[src/rtl/hcf_pkg.sv]
// -----------------------------------------------------------------------------
// hcf_pkg
// Shared definitions for the HCF requester and its watchdog: the requester
// state encoding and the default operand width / watchdog limit.
// -----------------------------------------------------------------------------
package hcf_pkg;

   // Default operand / result width in bits.
   localparam int HCF_N_DEFAULT       = 8;

   // Default number of WAIT cycles before an operation is abandoned.
   localparam int HCF_TIMEOUT_DEFAULT = 1024;

   // Requester states.
   typedef enum logic [1:0] {
      ST_IDLE  = 2'd0,
      ST_ISSUE = 2'd1,
      ST_WAIT  = 2'd2,
      ST_RESP  = 2'd3
   } hcf_state_e;

endpackage

[src/rtl/hcf_watchdog.sv]
// -----------------------------------------------------------------------------
// hcf_watchdog
// Clear/enable up-counter with a terminal-count flag. Intended for any
// requester that has to bound how long it waits on a multi-cycle engine.
//
// Ports:
//   clk    in   system clock
//   rst    in   synchronous reset, active-high
//   i_clr  in   restart the count at zero (has priority over i_en)
//   i_en   in   count one cycle
//   o_tc   out  count has reached TIMEOUT-1
// -----------------------------------------------------------------------------
module hcf_watchdog
   import hcf_pkg::*;
#(
   parameter int TIMEOUT = HCF_TIMEOUT_DEFAULT
) (
   input  logic clk,
   input  logic rst,
   input  logic i_clr,
   input  logic i_en,
   output logic o_tc
);

   localparam int            TW     = $clog2(TIMEOUT + 1);
   localparam logic [TW-1:0] TC_VAL = TW'(TIMEOUT - 1);
   localparam logic [TW-1:0] ONE    = TW'(1);

   logic [TW-1:0] r_count;

   // Cycle counter; holds at the terminal count so it can never wrap.
   always_ff @(posedge clk) begin
      if (rst) begin
         r_count <= '0;
      end else if (i_clr) begin
         r_count <= '0;
      end else if (i_en && (r_count != TC_VAL)) begin
         r_count <= r_count + ONE;
      end else begin
         r_count <= r_count;
      end
   end

   assign o_tc = (r_count == TC_VAL);

endmodule

[src/rtl/hcf_requester.sv]
// -----------------------------------------------------------------------------
// hcf_requester
// Initiator side of the HCF engine handshake. Takes operand pairs from a
// valid/ready request stream, pulses hcf_start to the engine, waits for
// hcf_done under a watchdog and returns the result on a valid/ready response
// stream. A pair with a zero operand is answered directly (gcd(x,0)=x).
//
// Ports:
//   clk, rst             clock, synchronous active-high reset
//   s_valid/s_ready      request handshake (s_ready = idle)
//   s_a, s_b             operand pair
//   m_valid/m_ready      response handshake
//   m_hcf, m_err         result; m_err=1 means the watchdog expired (m_hcf=0)
//   hcf_start            one-cycle start pulse to the engine
//   hcf_in1, hcf_in2     operands to the engine, stable through ISSUE and WAIT
//   hcf_done, hcf_result engine completion (pulse or level) and its result
//   busy                 requester is not idle
// -----------------------------------------------------------------------------
module hcf_requester
   import hcf_pkg::*;
#(
   parameter int N       = HCF_N_DEFAULT,
   parameter int TIMEOUT = HCF_TIMEOUT_DEFAULT
) (
   input  logic         clk,
   input  logic         rst,
   input  logic         s_valid,
   output logic         s_ready,
   input  logic [N-1:0] s_a,
   input  logic [N-1:0] s_b,
   output logic         m_valid,
   input  logic         m_ready,
   output logic [N-1:0] m_hcf,
   output logic         m_err,
   output logic         hcf_start,
   output logic [N-1:0] hcf_in1,
   output logic [N-1:0] hcf_in2,
   input  logic         hcf_done,
   input  logic [N-1:0] hcf_result,
   output logic         busy
);

   hcf_state_e   r_state;
   logic         r_arm;
   logic         r_start;
   logic [N-1:0] r_in1;
   logic [N-1:0] r_in2;
   logic         r_m_valid;
   logic [N-1:0] r_m_hcf;
   logic         r_m_err;

   logic         w_bypass;
   logic         w_tc;
   logic         w_wd_clr;
   logic         w_wd_en;

   // Either operand zero: the answer is the other operand, no engine needed.
   assign w_bypass = (s_a == '0) || (s_b == '0);

   assign w_wd_clr = (r_state == ST_ISSUE);
   assign w_wd_en  = (r_state == ST_WAIT);

   hcf_watchdog #(
      .TIMEOUT (TIMEOUT)
   ) u_watchdog (
      .clk   (clk),
      .rst   (rst),
      .i_clr (w_wd_clr),
      .i_en  (w_wd_en),
      .o_tc  (w_tc)
   );

   // Request/response sequencing and all registered outputs.
   always_ff @(posedge clk) begin
      if (rst) begin
         r_state   <= ST_IDLE;
         r_arm     <= 1'b0;
         r_start   <= 1'b0;
         r_in1     <= '0;
         r_in2     <= '0;
         r_m_valid <= 1'b0;
         r_m_hcf   <= '0;
         r_m_err   <= 1'b0;
      end else begin
         r_start <= 1'b0;
         case (r_state)
            ST_IDLE: begin
               if (s_valid) begin
                  if (w_bypass) begin
                     r_m_hcf   <= s_a | s_b;
                     r_m_err   <= 1'b0;
                     r_m_valid <= 1'b1;
                     r_state   <= ST_RESP;
                  end else begin
                     // Operands and start are registered together so the
                     // engine sees stable inputs for the whole start cycle.
                     r_in1   <= s_a;
                     r_in2   <= s_b;
                     r_start <= 1'b1;
                     r_state <= ST_ISSUE;
                  end
               end else begin
                  r_state <= ST_IDLE;
               end
            end
            ST_ISSUE: begin
               r_arm   <= 1'b0;
               r_state <= ST_WAIT;
            end
            ST_WAIT: begin
               // A done is only trusted after it has been seen low once in
               // this WAIT, so a level left high by the last operation (or
               // by an engine still finishing an aborted one) is ignored.
               if (!hcf_done) begin
                  r_arm <= 1'b1;
               end else begin
                  r_arm <= r_arm;
               end
               if (r_arm && hcf_done) begin
                  r_m_hcf   <= hcf_result;
                  r_m_err   <= 1'b0;
                  r_m_valid <= 1'b1;
                  r_state   <= ST_RESP;
               end else if (w_tc) begin
                  r_m_hcf   <= '0;
                  r_m_err   <= 1'b1;
                  r_m_valid <= 1'b1;
                  r_state   <= ST_RESP;
               end else begin
                  r_state <= ST_WAIT;
               end
            end
            ST_RESP: begin
               if (m_ready) begin
                  r_m_valid <= 1'b0;
                  r_state   <= ST_IDLE;
               end else begin
                  r_state <= ST_RESP;
               end
            end
            default: begin
               r_m_valid <= 1'b0;
               r_state   <= ST_IDLE;
            end
         endcase
      end
   end

   assign s_ready   = (r_state == ST_IDLE);
   assign busy      = (r_state != ST_IDLE);
   assign m_valid   = r_m_valid;
   assign m_hcf     = r_m_hcf;
   assign m_err     = r_m_err;
   assign hcf_start = r_start;
   assign hcf_in1   = r_in1;
   assign hcf_in2   = r_in2;

endmodule

[config.mk]
export PLATFORM = sky130hd
export DESIGN_NAME = hcf_requester
export DESIGN_NICKNAME = d
export VERILOG_FILES = /design/src/rtl/hcf_pkg.sv /design/src/rtl/hcf_watchdog.sv /design/src/rtl/hcf_requester.sv
export SDC_FILE = /design/constraint.sdc
export NUM_CORES = 1
export LEC_CHECK = 0
export BUFFER_PORTS_ARGS = -buffer_cell sky130_fd_sc_hd__buf_2
export CELL_PAD_IN_SITES_DETAIL_PLACEMENT = 1
export CELL_PAD_IN_SITES_GLOBAL_PLACEMENT = 1
export CORE_MARGIN = 4
export CORE_UTILIZATION = 34
export CTS_CLUSTER_DIAMETER = 100
export DETAILED_ROUTE_END_ITERATION = 8
export PLACE_DENSITY_LB_ADDON = 0.25
export SETUP_SLACK_MARGIN = 0.5
export SLEW_MARGIN = 25
export SYNTH_ARGS = -nofsm -noshare
export SYNTH_HDL_FRONTEND = slang
export SYNTH_SLANG_ARGS = --single-unit
[constraint.sdc]
create_clock -name clk -period 1.6 [get_ports clk]
set_input_delay 0.24 -clock clk [delete_from_list [all_inputs] [get_ports clk]]
set_output_delay 0.24 -clock clk [all_outputs]
set_load 0.1 [all_outputs]
; ---- Yosys cells after proc, flatten, opt, wreduce, memory -nomap -nowiden
; Cells that the tools add are included.
[op_classes]
add_sub_neg = 1
eq_ne = 10
muxes = 24
bitwise_logic = 4
reduce_logical = 16
[ops]
columns = operator, n
row1 = $mux 8, 4
row2 = $logic_not 8->1, 2
row3 = $pmux 8 s2, 1
row4 = $mux 1, 12
row5 = $add 11x1->11 const B, 1
row6 = $eq 11x10->1 const B, 1
row7 = $ne 11x10->1 const B, 1
row8 = $or 8x8->8, 1
row9 = $pmux 2 s4, 1
row10 = $mux 2, 3
row11 = $ne 2x2->1 const B, 3
row12 = $reduce_bool 2->1, 3
row13 = $reduce_and 5->1, 1
row14 = $eq 2x2->1 const B, 2
row15 = $pmux 1 s2, 2
row16 = $reduce_and 4->1, 1
row17 = $ne 3x3->1 const B, 1
row18 = $not 1->1, 3
row19 = $pmux 1 s3, 1
row20 = $reduce_and 3->1, 1
row21 = $reduce_bool 3->1, 1
row22 = $reduce_or 3->1, 1
row23 = $eq 2x1->1 const B, 1
row24 = $logic_and 1x1->1, 2
row25 = other kinds (5), 5
[word_totals]
regBits = 41
in_bits = 29
output_inout_bits = 29
word_cells = 64

; ---- Logic depth before layout (Yosys ltp)
[logic_depth]
depth_word = 5
mapped_depth = 9
mapped_depth_nobuf = 6

; ---- By module
; Synthesis repeated with hierarchy kept, for this count alone.
[hier_totals]
cells_unflattened = 237
hier_area_um2 = 2178.3
[modules_own_cells]
columns = mod, instances, cells_per_inst, area_per_inst_um2, seq_area_each_um2
row1 = hcf_requester, 1, 168, 1547.7, 600.6
row2 = hcf_watchdog, 1, 69, 630.6, 220.2

; ---- Worst setup path after synthesis
; Ideal clock, no wire load.
[synth_path]
kind = register to register
start = register r_state[0]
end = register r_in1[5], in the netlist hcf_in1[5]
setup_ns = 0.128
arrival_time_ns = 1.871
required_ns = 1.472
slack_ns = -0.398
stages_incl_launch_ff = 10
n_path_buf = 4
period_less_slack_ns = 1.998
path_cell_list = dfxtp_1 buf_6 or2_1 buf_6 inv_2 nand4_2 buf_6 buf_8 mux2i_1 nor2_1
[synth_between]
elab_chain_cells = 2
[synth_lines]
columns = item, line
row1 = from (decl), hcf_requester.sv:43  ; hcf_state_e r_state;
row2 = from (signal assigned), hcf_requester.sv:76  ; r_state <= ST_IDLE;
row3 = from (signal assigned), hcf_requester.sv:93  ; r_state <= ST_RESP;
row4 = from (signal assigned), hcf_requester.sv:100  ; r_state <= ST_ISSUE;
row5 = $logic_not 2->1, n/a
row6 = via s_ready, hcf_requester.sv:28  ; output logic s_ready,
row7 = $reduce_and 3->1 (no line), n/a
row8 = to (signal assigned), hcf_requester.sv:79  ; r_in1 <= '0;
row9 = to (signal assigned), hcf_requester.sv:97  ; r_in1 <= s_a;
row10 = to (decl), hcf_requester.sv:46  ; logic [N-1:0] r_in1;
; The timed path passes the listed nets, and every way through them passes these cells.
; A chain may end at the register's enable or synchronous reset.

; ---- Worst setup path in the final report
[layout_path]
start = register u_watchdog.r_count[9]
end = register r_m_valid, in the netlist m_valid
[layout_between]
elab_chain_cells = 3
[layout_lines]
columns = item, line
row1 = from (decl), hcf_watchdog.sv:29  ; logic [TW-1:0] r_count;
row2 = from (signal assigned), hcf_watchdog.sv:38  ; r_count <= r_count + ONE;
row3 = from (signal assigned), hcf_watchdog.sv:40  ; r_count <= r_count;
row4 = $eq 11x10->1, hcf_watchdog.sv:44  ; assign o_tc = (r_count == TC_VAL);
row5 = $ne 3x3->1 (no line), n/a
row6 = $reduce_and 5->1 (no line), n/a
row7 = to (signal assigned), hcf_requester.sv:81  ; r_m_valid <= 1'b0;
row8 = to (signal assigned), hcf_requester.sv:92  ; r_m_valid <= 1'b1;
row9 = to (signal assigned), hcf_requester.sv:122  ; r_m_valid <= 1'b1;
row10 = to (decl), hcf_requester.sv:48  ; logic r_m_valid;
; No other way between the ends.

==> impl_metrics.yaml <==
run_status:
  status: "finished with violations"
  violations: "negative setup slack"
yosys:
  synth-seq-cells: 41
  synthCells: 206
  synth_top_area_frac: 0.4192
  synthMuxAreaShare: 0.1610
  synth_ff_type: "dfxtp_1"
  synthAdderAreaFrac: 0.006390
  synth-xor-area-share: 0.04026
  synth_compound_area_frac: 0.1022
  synthSimpleGateAreaFrac: 0.2109
  synthDistinctLibCells: 38
  synth_edf_count: 0
  synth_largest_area_cell: "dfxtp_1"
  synth-async-reset-ratio: 0
  synth_warnings: 0
  ys_seq_area_frac: 0.4192
  syn-num-nets: 236
  synth.area.top_cells: "dfxtp_1 42%, mux2i_1 9.2%, mux2_4 6.9%"
  synth_top_family_by_area: "simple AND/OR/NAND/NOR gates"
  synth_area_per_cell_um2: 9.505
  synth_area_um2: 1958
place:
  port_buffers: 57
  dp_hpwl_mm: 4.156
  gp_congestion: 0.7329
  placed_cells: 344
cts:
  tritoncts: "done"
  cts_sinks: 41
  clk_pin_slew_worst_paths_ns: 0.09
  numCtsBuffers: 5
  cts-root-buf: "clkbuf_8"
  worstSkewPairLatency_ns: 0.31
  htreeDepth: 2
  cts_hold_buf: 0
  cts_buffer_depth: 2
sta:
  grt_setup_unrepaired: "yes"
  slew_headroom: 0.7453
  fmax_ghz: 0.5882
  setup_viol: 4
  timing.hold.ws_ns: 0.1785
  worstMarginPinSlew_ns: 0.3781
  finalClockSkew_ns: 0.01468
  final_max_slew_viol_count: 0
  hold_viol_final: 0
  setup_slack_ns: -0.1001
  fin_crit_ns: 1.700
  finalCritPeriodShare: 1.063
die:
  fp.dieH_um: 83.89
  die_area_um2: 7038
  io_pins: 58
  die_x_um: 83.89
  rows: 27
  start_util: 0.3534
  coreArea_um2: 5540
setup_path:
  rr_worst_depth: 7
  criticalPathCategory: "flip-flop to flip-flop"
  critPathArrivalTime_ns: 1.90
  crit_required_ns: 1.80
  crit_path_end_kind: "flip-flop"
  crit_fanout: 7
  reg2reg_to: "m_valid"
  timing.rr.start: "u_watchdog.r_count[9]"
  crit_path_start_kind: "flip-flop"
  rrSetupSlack_ns: -0.10
pwr:
  power.internal_mw: 2.141
  seqPwrFrac: 0.344
  comb_power_share: 0.389
  power.density_nw_per_um2: 966.4
  switching_share: 0.3716
  clkPwrFrac: 0.266
  switching_power_mw: 1.266
  p_leak_nw: 1.470
  ir_drop_v: 0.0005623
routing:
  vias: 1924
  routed_via_density: 5.158
  drt_iter0_markers: 62
  first_pass_iters: 4
  wl_per_cell_um: 22.15
  wl_mm: 8.261
  route.detailed.drc: 0
  antenna_left: 0
global_routing:
  grt_max_degree: 31
  antenna_found_initial: 0
  grt.overflow.total: 0
  grt.total_usage: 0.1994
  grt_pass1_vias: 2062
  grt_first_pass_wirelength_mm: 11.00
finish:
  nFillCells: 594
  area_delta_synth_final_pct: 80.00
  diodes: 0
  stdcell_count: 373
  layout.nets: 330
  drive_gt1_frac: 0.6246
min_path:
  min_to: "r_state[1]"
  hold_depth: 2
  worstHoldPathType: "primary input to flip-flop"
  min_from: "m_ready"
run:
  cap_violations: 0
[routing by layer]
layer | GRT usage | wire [um] | vias up | part of all wire
met1 | 0.2273 | 3250 | 949 | 0.39
met2 | 0.3536 | 4429 | 65 | 0.54
met3 | 0.05331 | 341 | 20 | 0.041
met4 | 0.07456 | 239 | 0 | 0.029
met5 | 0 | 0 | - | 0
li1 | - | - | 890 | -
[timing repair]
action / CTS / global route
buffers inserted: 6 / 14
resized for setup: 105 / 63
endpoints found under the setup margin: 70 / 70
pin swaps: 14 / 13
gates cloned: 1 / 0
endpoints found under the hold margin: 0 / 0
[cells by family (layout without fill, tap and decap cells)]
family,after synthesis,after routing
mux,27,27
compound gates,28,29
buf+inv,17,111
xor+xnor,9,9
fa+ha+maj,1,1
simple gates,83,83
flops,41,41
[cell usage after synthesis, types with 3 or more instances]
master    instances
o21ai_0           9
buf_6             5
mux2i_1          18
mux2_4            9
a21oi_1          10
xor2_1            8
nand4_1           5
clkbuf_1          6
nor4_1            4
a311oi_1          3
nor2_1           31
nand2_1          20
nor2b_1          10
dfxtp_1          41
nand2b_1          3
[flip-flops by register name, summed over array words and instances (netlist names)]
signal              cells
hcf_in1                 8
hcf_in2                 8
hcf_start               1
m_err                   1
m_hcf                   8
m_valid                 1
r_arm                   1
r_state                 2
u_watchdog.r_count     11
[stage by stage]
step	utilization	TNS [ns]	power (mW)	area [um^2]	setup WS, ns
4_1_cts	0.5689	0	3.190	3152	0.01055
3_3_place_gp	0.4693	-0.1009	2.120	2600	-0.01176
2_1_floorplan	-	-0.7311	1.929	2130	-0.04098
6_report	0.6362	-0.2623	3.406	3525	-0.1001
3_5_place_dp	0.4693	-0.2177	2.133	2600	-0.02601
5_1_grt	0.6362	-1.110	3.520	3525	-0.1441
[worst max-delay path, cell delays in order (launching register included)]
cell and delay [ns]:
dfxtp_1 0.40, and3b_1 0.28, buf_4 0.20, a31oi_4 0.14, buf_4 0.17, nand2_1 0.10, o21ai_2 0.07, a221oi_2 0.25
[cell usage in the layout, fill, tap and decap left out, types with 3 or more instances in the layout]
| cell type | n |
|---|---|
| nor2_1 | 26 |
| buf_8 | 3 |
| mux2i_1 | 15 |
| mux2_4 | 9 |
| buf_4 | 34 |
| nand2_1 | 16 |
| a21oi_1 | 8 |
| nand4_1 | 5 |
| o21ai_0 | 8 |
| nor2b_1 | 9 |
| nand2_2 | 3 |
| dfxtp_2 | 26 |
| clkbuf_8 | 6 |
| xor2_1 | 7 |
| buf_12 | 29 |
| dfxtp_4 | 6 |
| buf_2 | 22 |
| buf_6 | 11 |
| nor4_4 | 4 |
| nor2_2 | 3 |
| dfxtp_1 | 9 |
[power by group through the flow]
stage	clock, mW	combinational (mW)	sequential (mW)
2_1_floorplan	0	0.350	1.58
3_3_place_gp	0	0.966	1.15
3_5_place_dp	0	0.974	1.16
4_1_cts	0.883	1.15	1.16
5_1_grt	0.970	1.37	1.18
6_report	0.907	1.33	1.17
[worst max path at each step]
stage / from / endpoint / slack (ns) / cells after the start
after floorplan: r_state[1] / hcf_in1[5] / -0.04 / 9
after global placement: s_b[3] / m_hcf[5] / -0.01 / 6
after detailed placement: s_b[3] / m_err / -0.03 / 6
after CTS: u_watchdog.r_count[1] / m_err / 0.01 / 6
after global routing: u_watchdog.r_count[9] / u_watchdog.r_count[7] / -0.14 / 6
final: u_watchdog.r_count[9] / m_valid / -0.10 / 7
[final cells by class]
| type | count | area, um^2 | share of cell area |
|---|---|---|---|
| well taps | 72 | 90.09 | 0.02556 |
| repair buffers | 100 | 1142 | 0.3241 |
| clock inverters | 1 | 30.03 | 0.008520 |
| clock buffers | 7 | 86.33 | 0.02449 |
| multi-input cells | 149 | 1272 | 0.3610 |
| flip-flops and latches | 41 | 875.8 | 0.2485 |
| inverters | 3 | 27.53 | 0.007810 |
Power figures use the tool's default switching activity.
